==> config.mk <==
export PLATFORM = sky130hd
export DESIGN_NAME = microwave_panel
export DESIGN_NICKNAME = d
export VERILOG_FILES = /design/src/rtl/mw_panel_pkg.sv /design/src/rtl/mw_debounce.sv /design/src/rtl/microwave_panel.sv
export SDC_FILE = /design/constraint.sdc
export NUM_CORES = 1
export LEC_CHECK = 0
export ABC_AREA = 1
export BUFFER_PORTS_ARGS = -buffer_cell sky130_fd_sc_hd__buf_2
export CORE_ASPECT_RATIO = 0.6
export CORE_MARGIN = 1
export CORE_UTILIZATION = 43
export CTS_CLUSTER_SIZE = 8
export DETAILED_ROUTE_END_ITERATION = 8
export GPL_TIMING_DRIVEN = 0
export PLACE_DENSITY = 0.73
export REMOVE_ABC_BUFFERS = 1
export SYNTH_ARGS = -nofsm -noshare
export SYNTH_HDL_FRONTEND = slang
export SYNTH_SLANG_ARGS = --single-unit
==> constraint.sdc <==
create_clock -name clk -period 2 [get_ports clk]
set_clock_uncertainty 0.15 [all_clocks]
set_input_delay 0.2 -clock clk [delete_from_list [all_inputs] [get_ports clk]]
set_output_delay 0.2 -clock clk [all_outputs]
set_load 0.01 [all_outputs]
==> src/rtl/mw_panel_pkg.sv <==
// rtl/mw_panel_pkg.sv - shared constants, event struct and saturating timer add for the microwave front panel
package mw_panel_pkg;

  localparam int TIMER_W       = 7;
  localparam int DEF_DB_CYCLES = 4;
  localparam int DEF_MAX_TIME  = 120;
  localparam int ADD_SMALL     = 1;
  localparam int ADD_LARGE     = 10;

  // One registered rising-edge event per key
  typedef struct packed {
    logic add1;
    logic add10;
    logic start;
    logic cancel;
  } key_evt_t;

  // Adds the selected increments one bit wider than the timer, then clamps to the ceiling
  function automatic logic [TIMER_W-1:0] sat_add(
    input logic [TIMER_W-1:0] cur,
    input logic               add1,
    input logic               add10,
    input logic [TIMER_W-1:0] ceil_v
  );
    logic [TIMER_W:0] sum;
    sum = {1'b0, cur}
        + (add1  ? (TIMER_W+1)'(ADD_SMALL) : '0)
        + (add10 ? (TIMER_W+1)'(ADD_LARGE) : '0);
    if (sum > {1'b0, ceil_v}) begin
      return ceil_v;
    end
    return sum[TIMER_W-1:0];
  endfunction

endpackage

==> src/rtl/mw_debounce.sv <==
// rtl/mw_debounce.sv - two-flop synchronizer plus stable-count debouncer for one panel input
module mw_debounce
  import mw_panel_pkg::*;
#(
  parameter int DB_CYCLES = DEF_DB_CYCLES
) (
  input  logic clk,
  input  logic reset,
  input  logic raw,
  output logic stable,
  output logic rise
);

  // The counter only has to count up to DB_CYCLES-1: the flip happens on the edge it would reach DB_CYCLES
  localparam int               CNT_W    = (DB_CYCLES > 1) ? $clog2(DB_CYCLES) : 1;
  localparam logic [CNT_W-1:0] CNT_LAST = CNT_W'(DB_CYCLES - 1);

  logic             sync1_q, sync1_d;
  logic             sync2_q, sync2_d;
  logic             stable_q, stable_d;
  logic [CNT_W-1:0] cnt_q, cnt_d;
  logic             flip;

  // Next-state: shift the synchronizer, count mismatching cycles, flip the level once the count completes
  always_comb begin
    sync1_d  = raw;
    sync2_d  = sync1_q;
    stable_d = stable_q;
    cnt_d    = '0;
    flip     = 1'b0;
    if (sync2_q != stable_q) begin
      if (cnt_q == CNT_LAST) begin
        flip     = 1'b1;
        stable_d = sync2_q;
      end else begin
        cnt_d = cnt_q + 1'b1;
      end
    end
  end

  // State registers; reset drops everything so a half-finished debounce is abandoned
  always_ff @(posedge clk or posedge reset) begin
    if (reset) begin
      sync1_q  <= 1'b0;
      sync2_q  <= 1'b0;
      stable_q <= 1'b0;
      cnt_q    <= '0;
    end else begin
      sync1_q  <= sync1_d;
      sync2_q  <= sync2_d;
      stable_q <= stable_d;
      cnt_q    <= cnt_d;
    end
  end

  assign stable = stable_q;
  // Combinational: high in the cycle whose closing edge raises the stable level
  assign rise   = flip & sync2_q;

endmodule

==> src/rtl/microwave_panel.sv <==
// rtl/microwave_panel.sv - front-panel conditioner: debounced levels, start/cancel pulses, cooking-time accumulator
module microwave_panel
  import mw_panel_pkg::*;
#(
  parameter int DB_CYCLES  = DEF_DB_CYCLES,
  parameter int MAX_TIME   = DEF_MAX_TIME,
  parameter bit GATE_START = 1'b1
) (
  input  logic               clk,
  input  logic               reset,
  input  logic               raw_door,
  input  logic               raw_power,
  input  logic               raw_start,
  input  logic               raw_cancel,
  input  logic               raw_add1,
  input  logic               raw_add10,
  output logic               door_status,
  output logic               power,
  output logic               start_button,
  output logic               cancel_button,
  output logic [TIMER_W-1:0] timer
);

  localparam logic [TIMER_W-1:0] MAX_T = TIMER_W'(MAX_TIME);

  // Input order: door, power, start, cancel, add1, add10
  logic [5:0] raw_vec;
  logic [5:0] stable_vec;
  logic [5:0] rise_vec;

  assign raw_vec = {raw_add10, raw_add1, raw_cancel, raw_start, raw_power, raw_door};

  for (genvar i = 0; i < 6; i++) begin : g_db
    mw_debounce #(
      .DB_CYCLES(DB_CYCLES)
    ) u_db (
      .clk   (clk),
      .reset (reset),
      .raw   (raw_vec[i]),
      .stable(stable_vec[i]),
      .rise  (rise_vec[i])
    );
  end

  // Door/power only need levels; keys only need rising edges
  logic unused_bits;
  assign unused_bits = ^{stable_vec[5:2], rise_vec[1:0]};

  key_evt_t           evt_q, evt_d;
  logic               start_button_q, start_button_d;
  logic               cancel_button_q, cancel_button_d;
  logic [TIMER_W-1:0] timer_q, timer_d;
  logic               start_ok;

  // Event capture, start gate (pre-update timer) and timer update with cancel taking priority over adds
  always_comb begin
    evt_d.add1      = rise_vec[4];
    evt_d.add10     = rise_vec[5];
    evt_d.start     = rise_vec[2];
    evt_d.cancel    = rise_vec[3];
    start_ok        = !GATE_START || (stable_vec[0] && (timer_q != '0));
    start_button_d  = evt_q.start && start_ok;
    cancel_button_d = evt_q.cancel;
    timer_d         = timer_q;
    if (evt_q.cancel) begin
      timer_d = '0;
    end else if (evt_q.add1 || evt_q.add10) begin
      timer_d = sat_add(timer_q, evt_q.add1, evt_q.add10, MAX_T);
    end
  end

  // Event, pulse and timer registers
  always_ff @(posedge clk or posedge reset) begin
    if (reset) begin
      evt_q           <= '0;
      start_button_q  <= 1'b0;
      cancel_button_q <= 1'b0;
      timer_q         <= '0;
    end else begin
      evt_q           <= evt_d;
      start_button_q  <= start_button_d;
      cancel_button_q <= cancel_button_d;
      timer_q         <= timer_d;
    end
  end

  assign door_status   = stable_vec[0];
  assign power         = stable_vec[1];
  assign start_button  = start_button_q;
  assign cancel_button = cancel_button_q;
  assign timer         = timer_q;

endmodule

== Word-level counts from Yosys, hierarchy flattened ==
Index checks and enable logic that the tools add are counted.
W data, S select, Z words.

* $add $sub $neg: 8
* $lt $le $gt $ge: 1
* Eq/ne operators: 12
* Muxes and demuxes: 29
* Bitwise logic cells: 4
* Reductions and logical operators: 11

{| class="wikitable"
|+ Operator list
! cell !! number
|-
| $mux W7 || 4
|-
| $mux W2 || 12
|-
| $add A2 B1 Y2 const B || 6
|-
| $eq A2 B2 Y1 const B || 6
|-
| $mux W1 || 12
|-
| $reduce_and A2 Y1 || 6
|-
| $add A7 B1 Y8 || 1
|-
| $add A8 B4 Y8 || 1
|-
| $gt A8 B7 Y1 const B || 1
|-
| $reduce_bool A7 Y1 || 1
|-
| $ne A1 B1 Y1 || 6
|-
| $and A1 B1 Y1 || 4
|-
| $mux W4 || 1
|-
| $logic_and A1 B1 Y1 || 2
|-
| $reduce_bool A2 Y1 || 1
|-
| $logic_or A1 B1 Y1 || 1
|}

* Flip-flop bits (word level): 43
* Input port bits: 8
* Output and inout port bits: 11
* Logic and storage cells: 96

== Longest topological paths before layout ==
* Depth after elaboration: 10
* Gate-level depth with buffers: 11
* Depth with buffers taken out: 11

== Modules after synthesis ==
A second synthesis with hierarchy kept.

* Cell total of the unflattened synthesis: 215
* Area total of the unflattened synthesis: 1965.6 um^2

{| class="wikitable"
|+ Modules (own cells, without submodules)
! module !! instances !! cells each !! area an instance (um^2) !! seq. area each (um^2)
|-
| mw_debounce || 6 || 20 || 196.4 || 125.1
|-
| microwave_panel || 1 || 95 || 787.0 || 325.3
|}

== Least setup slack after synthesis ==
OpenSTA, ideal clock, no wires.

* Path kind: reg-to-reg
* Start: reg timer_q[0] (netlist: timer[0])
* End: reg timer_q[0] (netlist: timer[0])
* Library setup time: 0.118 ns
* Arrival: 1.633 ns
* Data required time: 1.732 ns
* Path slack: 0.099 ns
* Stages on the path, launching flop included: 11
* Path buffers: 0
* Clock period less this slack: 1.901 ns
* Path through: dfrtp_1 ha_1 fa_1 nand3_2 nand3_1 nand2_1 nand2_1 nor2_2 nand2_2 nand3_1 nand2_1

* Longest elaborated chain between the ends: 9

{| class="wikitable"
|+ RTL lines
! what !! RTL line !! RTL
|-
| start: declaration || microwave_panel.sv:52 || <nowiki>logic [TIMER_W-1:0] timer_q, timer_d;</nowiki>
|-
| start signal: assignment || microwave_panel.sv:83 || <nowiki>timer_q <= timer_d;</nowiki>
|-
| $add A7 B1 Y8 * || mw_panel_pkg.sv:27 || <nowiki>+ (add1 ? (TIMER_W+1)'(ADD_SMALL) : '0)</nowiki>
|-
| $add A8 B4 Y8 * || mw_panel_pkg.sv:28 || <nowiki>+ (add10 ? (TIMER_W+1)'(ADD_LARGE) : '0);</nowiki>
|-
| $gt A8 B7 Y1 || mw_panel_pkg.sv:29 || <nowiki>if (sum > {1'b0, ceil_v}) begin</nowiki>
|-
| $mux W1 || mw_panel_pkg.sv:29 ||
|-
| $mux W1 || microwave_panel.sv:67 || <nowiki>end else if (evt_q.add1 || evt_q.add10) begin</nowiki>
|-
| $mux W1 || microwave_panel.sv:65 || <nowiki>if (evt_q.cancel) begin</nowiki>
|-
| $mux W7 * || mw_panel_pkg.sv:32 || <nowiki>return sum[TIMER_W-1:0];</nowiki>
|-
| $mux W7 * || microwave_panel.sv:67 ||
|-
| $mux W7 * || microwave_panel.sv:65 ||
|}

Mark *: on every way between the ends. The rest lies on a longest branch, timed or not. The select of a mux whose other input is x is not followed.
A chain may end at the register's enable or synchronous reset.

== Worst setup path after layout ==
Ends and elaborated chain as after synthesis.

==> results.py <==
metrics = {
    "clock_tree": {
        "path_clk_slew_ns": 0.07,
        "cts_max_level": 2,
        "cts_buffers": 5,
        "cts_tree": "built",
        "cts_root_buffer": "clkbuf_8",
        "clock_path_buffers": 2,
        "clock_sinks": 43,
        "clk_latency_ns": 0.29,
    },
    "floorplanning": {
        "rows": 17,
        "die_width_um": 85.7,
        "die_y_um": 52.2,
        "coreArea_um2": 3850,
        "die_area_um2": 4470,
        "start_util_pct": 46.9,
        "num_io_pins": 19,
    },
    "worst_hold_path": {
        "min_path_cells": 0,
        "holdCritPathClass": "register to register",
        "worstHoldEndpoint": "g_db[3].u_db.sync2_q$_DFF_PP0_",
        "min_from": "g_db[3].u_db.sync1_q$_DFF_PP0_",
    },
    "power": {
        "p_sw_share_pct": 30.6,
        "p_switching_mw": 0.689,
        "leakagePower_nw": 1.13,
        "clkPwrFrac_pct": 23.0,
        "vdd_drop_max_mv": 0.557,
        "power.share.combinational_pct": 24.1,
        "power_density_nw_per_um2": 1040,
        "seq_power_share_pct": 52.9,
        "p_int_mw": 1.56,
    },
    "finish": {
        "diodes": 0,
        "final_layout_size_suffix_gt1_share_pct": 23.3,
        "finalNetCount": 223,
        "fin_util_pct": 56.3,
        "final_cell_area_um2": 2170,
        "area_growth_syn_to_layout_pct": 19.9,
    },
    "global_route": {
        "grt_pass1_wl_mm": 5.12,
        "antenna_found_initial": 0,
        "gr-usage-all-layers_pct": 15.7,
        "first_global_vias": 1118,
        "gr-total-overflow": 0,
        "grt_max_degree": 44,
    },
    "setup_path": {
        "critPathMaxStageDelay_ns": 0.43,
        "start_kind": "register",
        "end_kind": "register",
        "path_buf_inv": 0,
        "cpMaxStageDelayCell": "dfrtp_1",
        "path_cells": "ha_4 -> fa_2 -> nand3_2 -> nand2_2 -> nand4_1 -> nand2_1 -> nor2_1 -> nand2_2 -> nand3_1 -> nand2_1",
        "rr_startpoint": "timer[0]$_DFFE_PP0P_",
        "cp_max_fo": 4,
        "crit_family": "simple AND/OR/NAND/NOR gates",
        "worstPathRequired_ns": 2.03,
        "r2r_end": "timer[0]$_DFFE_PP0P_",
        "ff2ff_setup_slack_ns": 0.1,
        "crit_type": "register to register",
        "startpoint": "timer[0]$_DFFE_PP0P_",
        "r2r_cells": 10,
        "worstPathArrival_ns": 1.94,
    },
    "yosys": {
        "synth_fa_ha_area_share_pct": 7.34,
        "synth_top_family_by_area": "simple AND/OR/NAND/NOR gates",
        "yosys.area_share.simple_pct": 20.1,
        "synth_seq_area_share_pct": 59.6,
        "ys_types": 23,
        "synth.area.mux_share_pct": 1.25,
        "synth-xor-area-share_pct": 3.39,
        "synthCells": 170,
        "syn_area_per_cell_um2": 10.6,
        "dominantRegCellSynth": "dfrtp_1",
        "synth_compound_area_share_pct": 2.98,
        "synth_area_um2": 1810,
        "synth-edff-count": 0,
        "yosysWarnings": 0,
        "async_reset_ff_share_pct": 100,
        "synth-seq-cells": 43,
    },
    "drt": {
        "firstDrtPassIters": 4,
        "drc": 0,
        "drt-initial-drc-count": 86,
        "ant_nets": 0,
        "routedWlPerCell_um": 11.1,
        "vias": 1202,
        "viasPerCell": 4.57,
        "wl_mm": 2.92,
    },
    "timing": {
        "maxSlewViolCount": 0,
        "rsz0062_at_grt": "yes",
        "tightest_slew_ns": 0.856,
        "fin_crit_sh_pct": 95.2,
        "max_freq_ghz": 0.525,
        "fin_crit_ns": 1.90,
        "finalHoldViolCount": 0,
        "timing.hold.ws_ns": 0.200,
        "slew_headroom_pct": 42.9,
        "setup_violations": 0,
        "postLayoutSetupSlackWorst_ns": 0.0967,
    },
    "placement": {
        "placed_cell_area_um2": 1960,
        "place_ws_ns": -0.0171,
        "gp_congestion": 0.806,
        "dp_hpwl_mm": 2.02,
        "portBuffers": 18,
    },
    "run_status": {
        "status": "complete, no violations",
    },
    "run": {
        "drv_cap": 0,
    },
}
-- Yosys cell counts, drive strengths merged (2+ instances only) --
cell type  count  area [µm²]
nand2         35         156
dfrtp         43        1080
nor3           8        45.0
xnor2          6        52.6
o21ai          9        45.0
ha             9         113
nand3         10        60.1
inv           23        86.3
and3           4        25.0
mux2           2        22.5
nor2          15        63.8
-- sequential cells by signal, indices dropped and copies added, names as in the netlist --
register,flops
g_db.u_db.cnt_q,12
timer,7
g_db.u_db.stable,6
g_db.u_db.sync1_q,6
g_db.u_db.sync2_q,6
evt_q,3
cancel_button,1
cancel_button_d,1
start_button,1
-- power by group through the flow --
stage	clock network [mW]	logic (mW)	registers (mW)
3_3_place_gp	0	0.495	1.20
4_1_cts	0.541	0.525	1.19
6_report	0.519	0.543	1.19
2_1_floorplan	0	0.376	1.19
3_5_place_dp	0	0.518	1.20
5_1_grt	0.575	0.648	1.22
-- final cells by class --
cell class / instances / area (µm²)
Timing Repair Buffer: 29 / 190
Inverter: 23 / 86.3
Clock buffer: 7 / 76.3
Clock inverter: 1 / 5.00
Tap cell: 57 / 71.3
Sequential cell: 43 / 1080
Multi-Input combinational cell: 103 / 661
Fill cell: 330 / 1680
-- placed cells by master (no fill, tap or decap) --
cell	netlist	routed
a41oi_1	1	1
and3_1	4	4
buf_2	0	18
buf_4	0	4
clkbuf_1	0	2
clkbuf_8	0	5
clkinv_2	0	1
dfrtp_1	43	43
dlygate4sd3_1	0	7
fa_2	0	1
ha_1	9	7
ha_4	0	2
inv_1	21	20
inv_2	2	3
mux2_1	2	2
nand2_1	27	27
nand2_2	7	7
nand2_4	1	1
nand3_1	8	8
nand3_2	2	2
nand4_1	1	1
nor2_1	12	12
nor2_2	3	3
nor3_1	7	7
nor3_2	1	1
nor4_1	1	1
o21ai_1	9	9
xnor2_1	6	6
xor2_1	1	1
-- how the worst max path moves through the flow --
stage	slack (ns)	cells past startpoint	to
global placement	-0.001	10	timer[1]$_DFFE_PP0P_
detailed placement	-0.02	10	timer[0]$_DFFE_PP0P_
global route	-0.05	10	timer[1]$_DFFE_PP0P_
floorplan	0.1	10	timer[0]$_DFFE_PP0P_
CTS	0.008	10	timer[0]$_DFFE_PP0P_
finish	0.1	10	timer[0]$_DFFE_PP0P_
-- kinds of logic (layout without fill, tap and decap cells) --
| logic type | count (synthesis) | count (layout) |
|---|---|---|
| AND/OR/NAND/NOR | 74 | 74 |
| AO/OA/AOI/OAI | 10 | 10 |
| multiplexers | 2 | 2 |
| XOR/XNOR | 7 | 7 |
| flip-flops | 43 | 43 |
| buffers and inverters | 24 | 60 |
| adder cells (fa/ha/maj) | 10 | 10 |
-- layer usage --
layer / track usage [%] / vias to the layer above / share of wire [%]
li1: - / 614 / -
met1: 22.0 / 553 / 52
met2: 22.3 / 30 / 41
met3: 5.67 / 5 / 5.9
met4: 5.83 / 0 / 1.4
met5: 0 / - / 0
-- repair_timing --
action,in CTS,in global routing
hold endpoints to repair,49,0
endpoints found under the setup margin,3,4
hold buffers,7,0
pin swaps,0,2
buffers inserted,0,4
gates resized for setup,1,4
-- per-stage QoR --
step	setup TNS, ns	std cells	total power, mW
2_1_floorplan	0	169	1.57
3_3_place_gp	-0.00105	244	1.69
3_5_place_dp	-0.0234	244	1.72
4_1_cts	0	259	2.26
5_1_grt	-0.137	263	2.44
6_report	0	263	2.25
No activity file was read; power rests on OpenSTA's default activity.
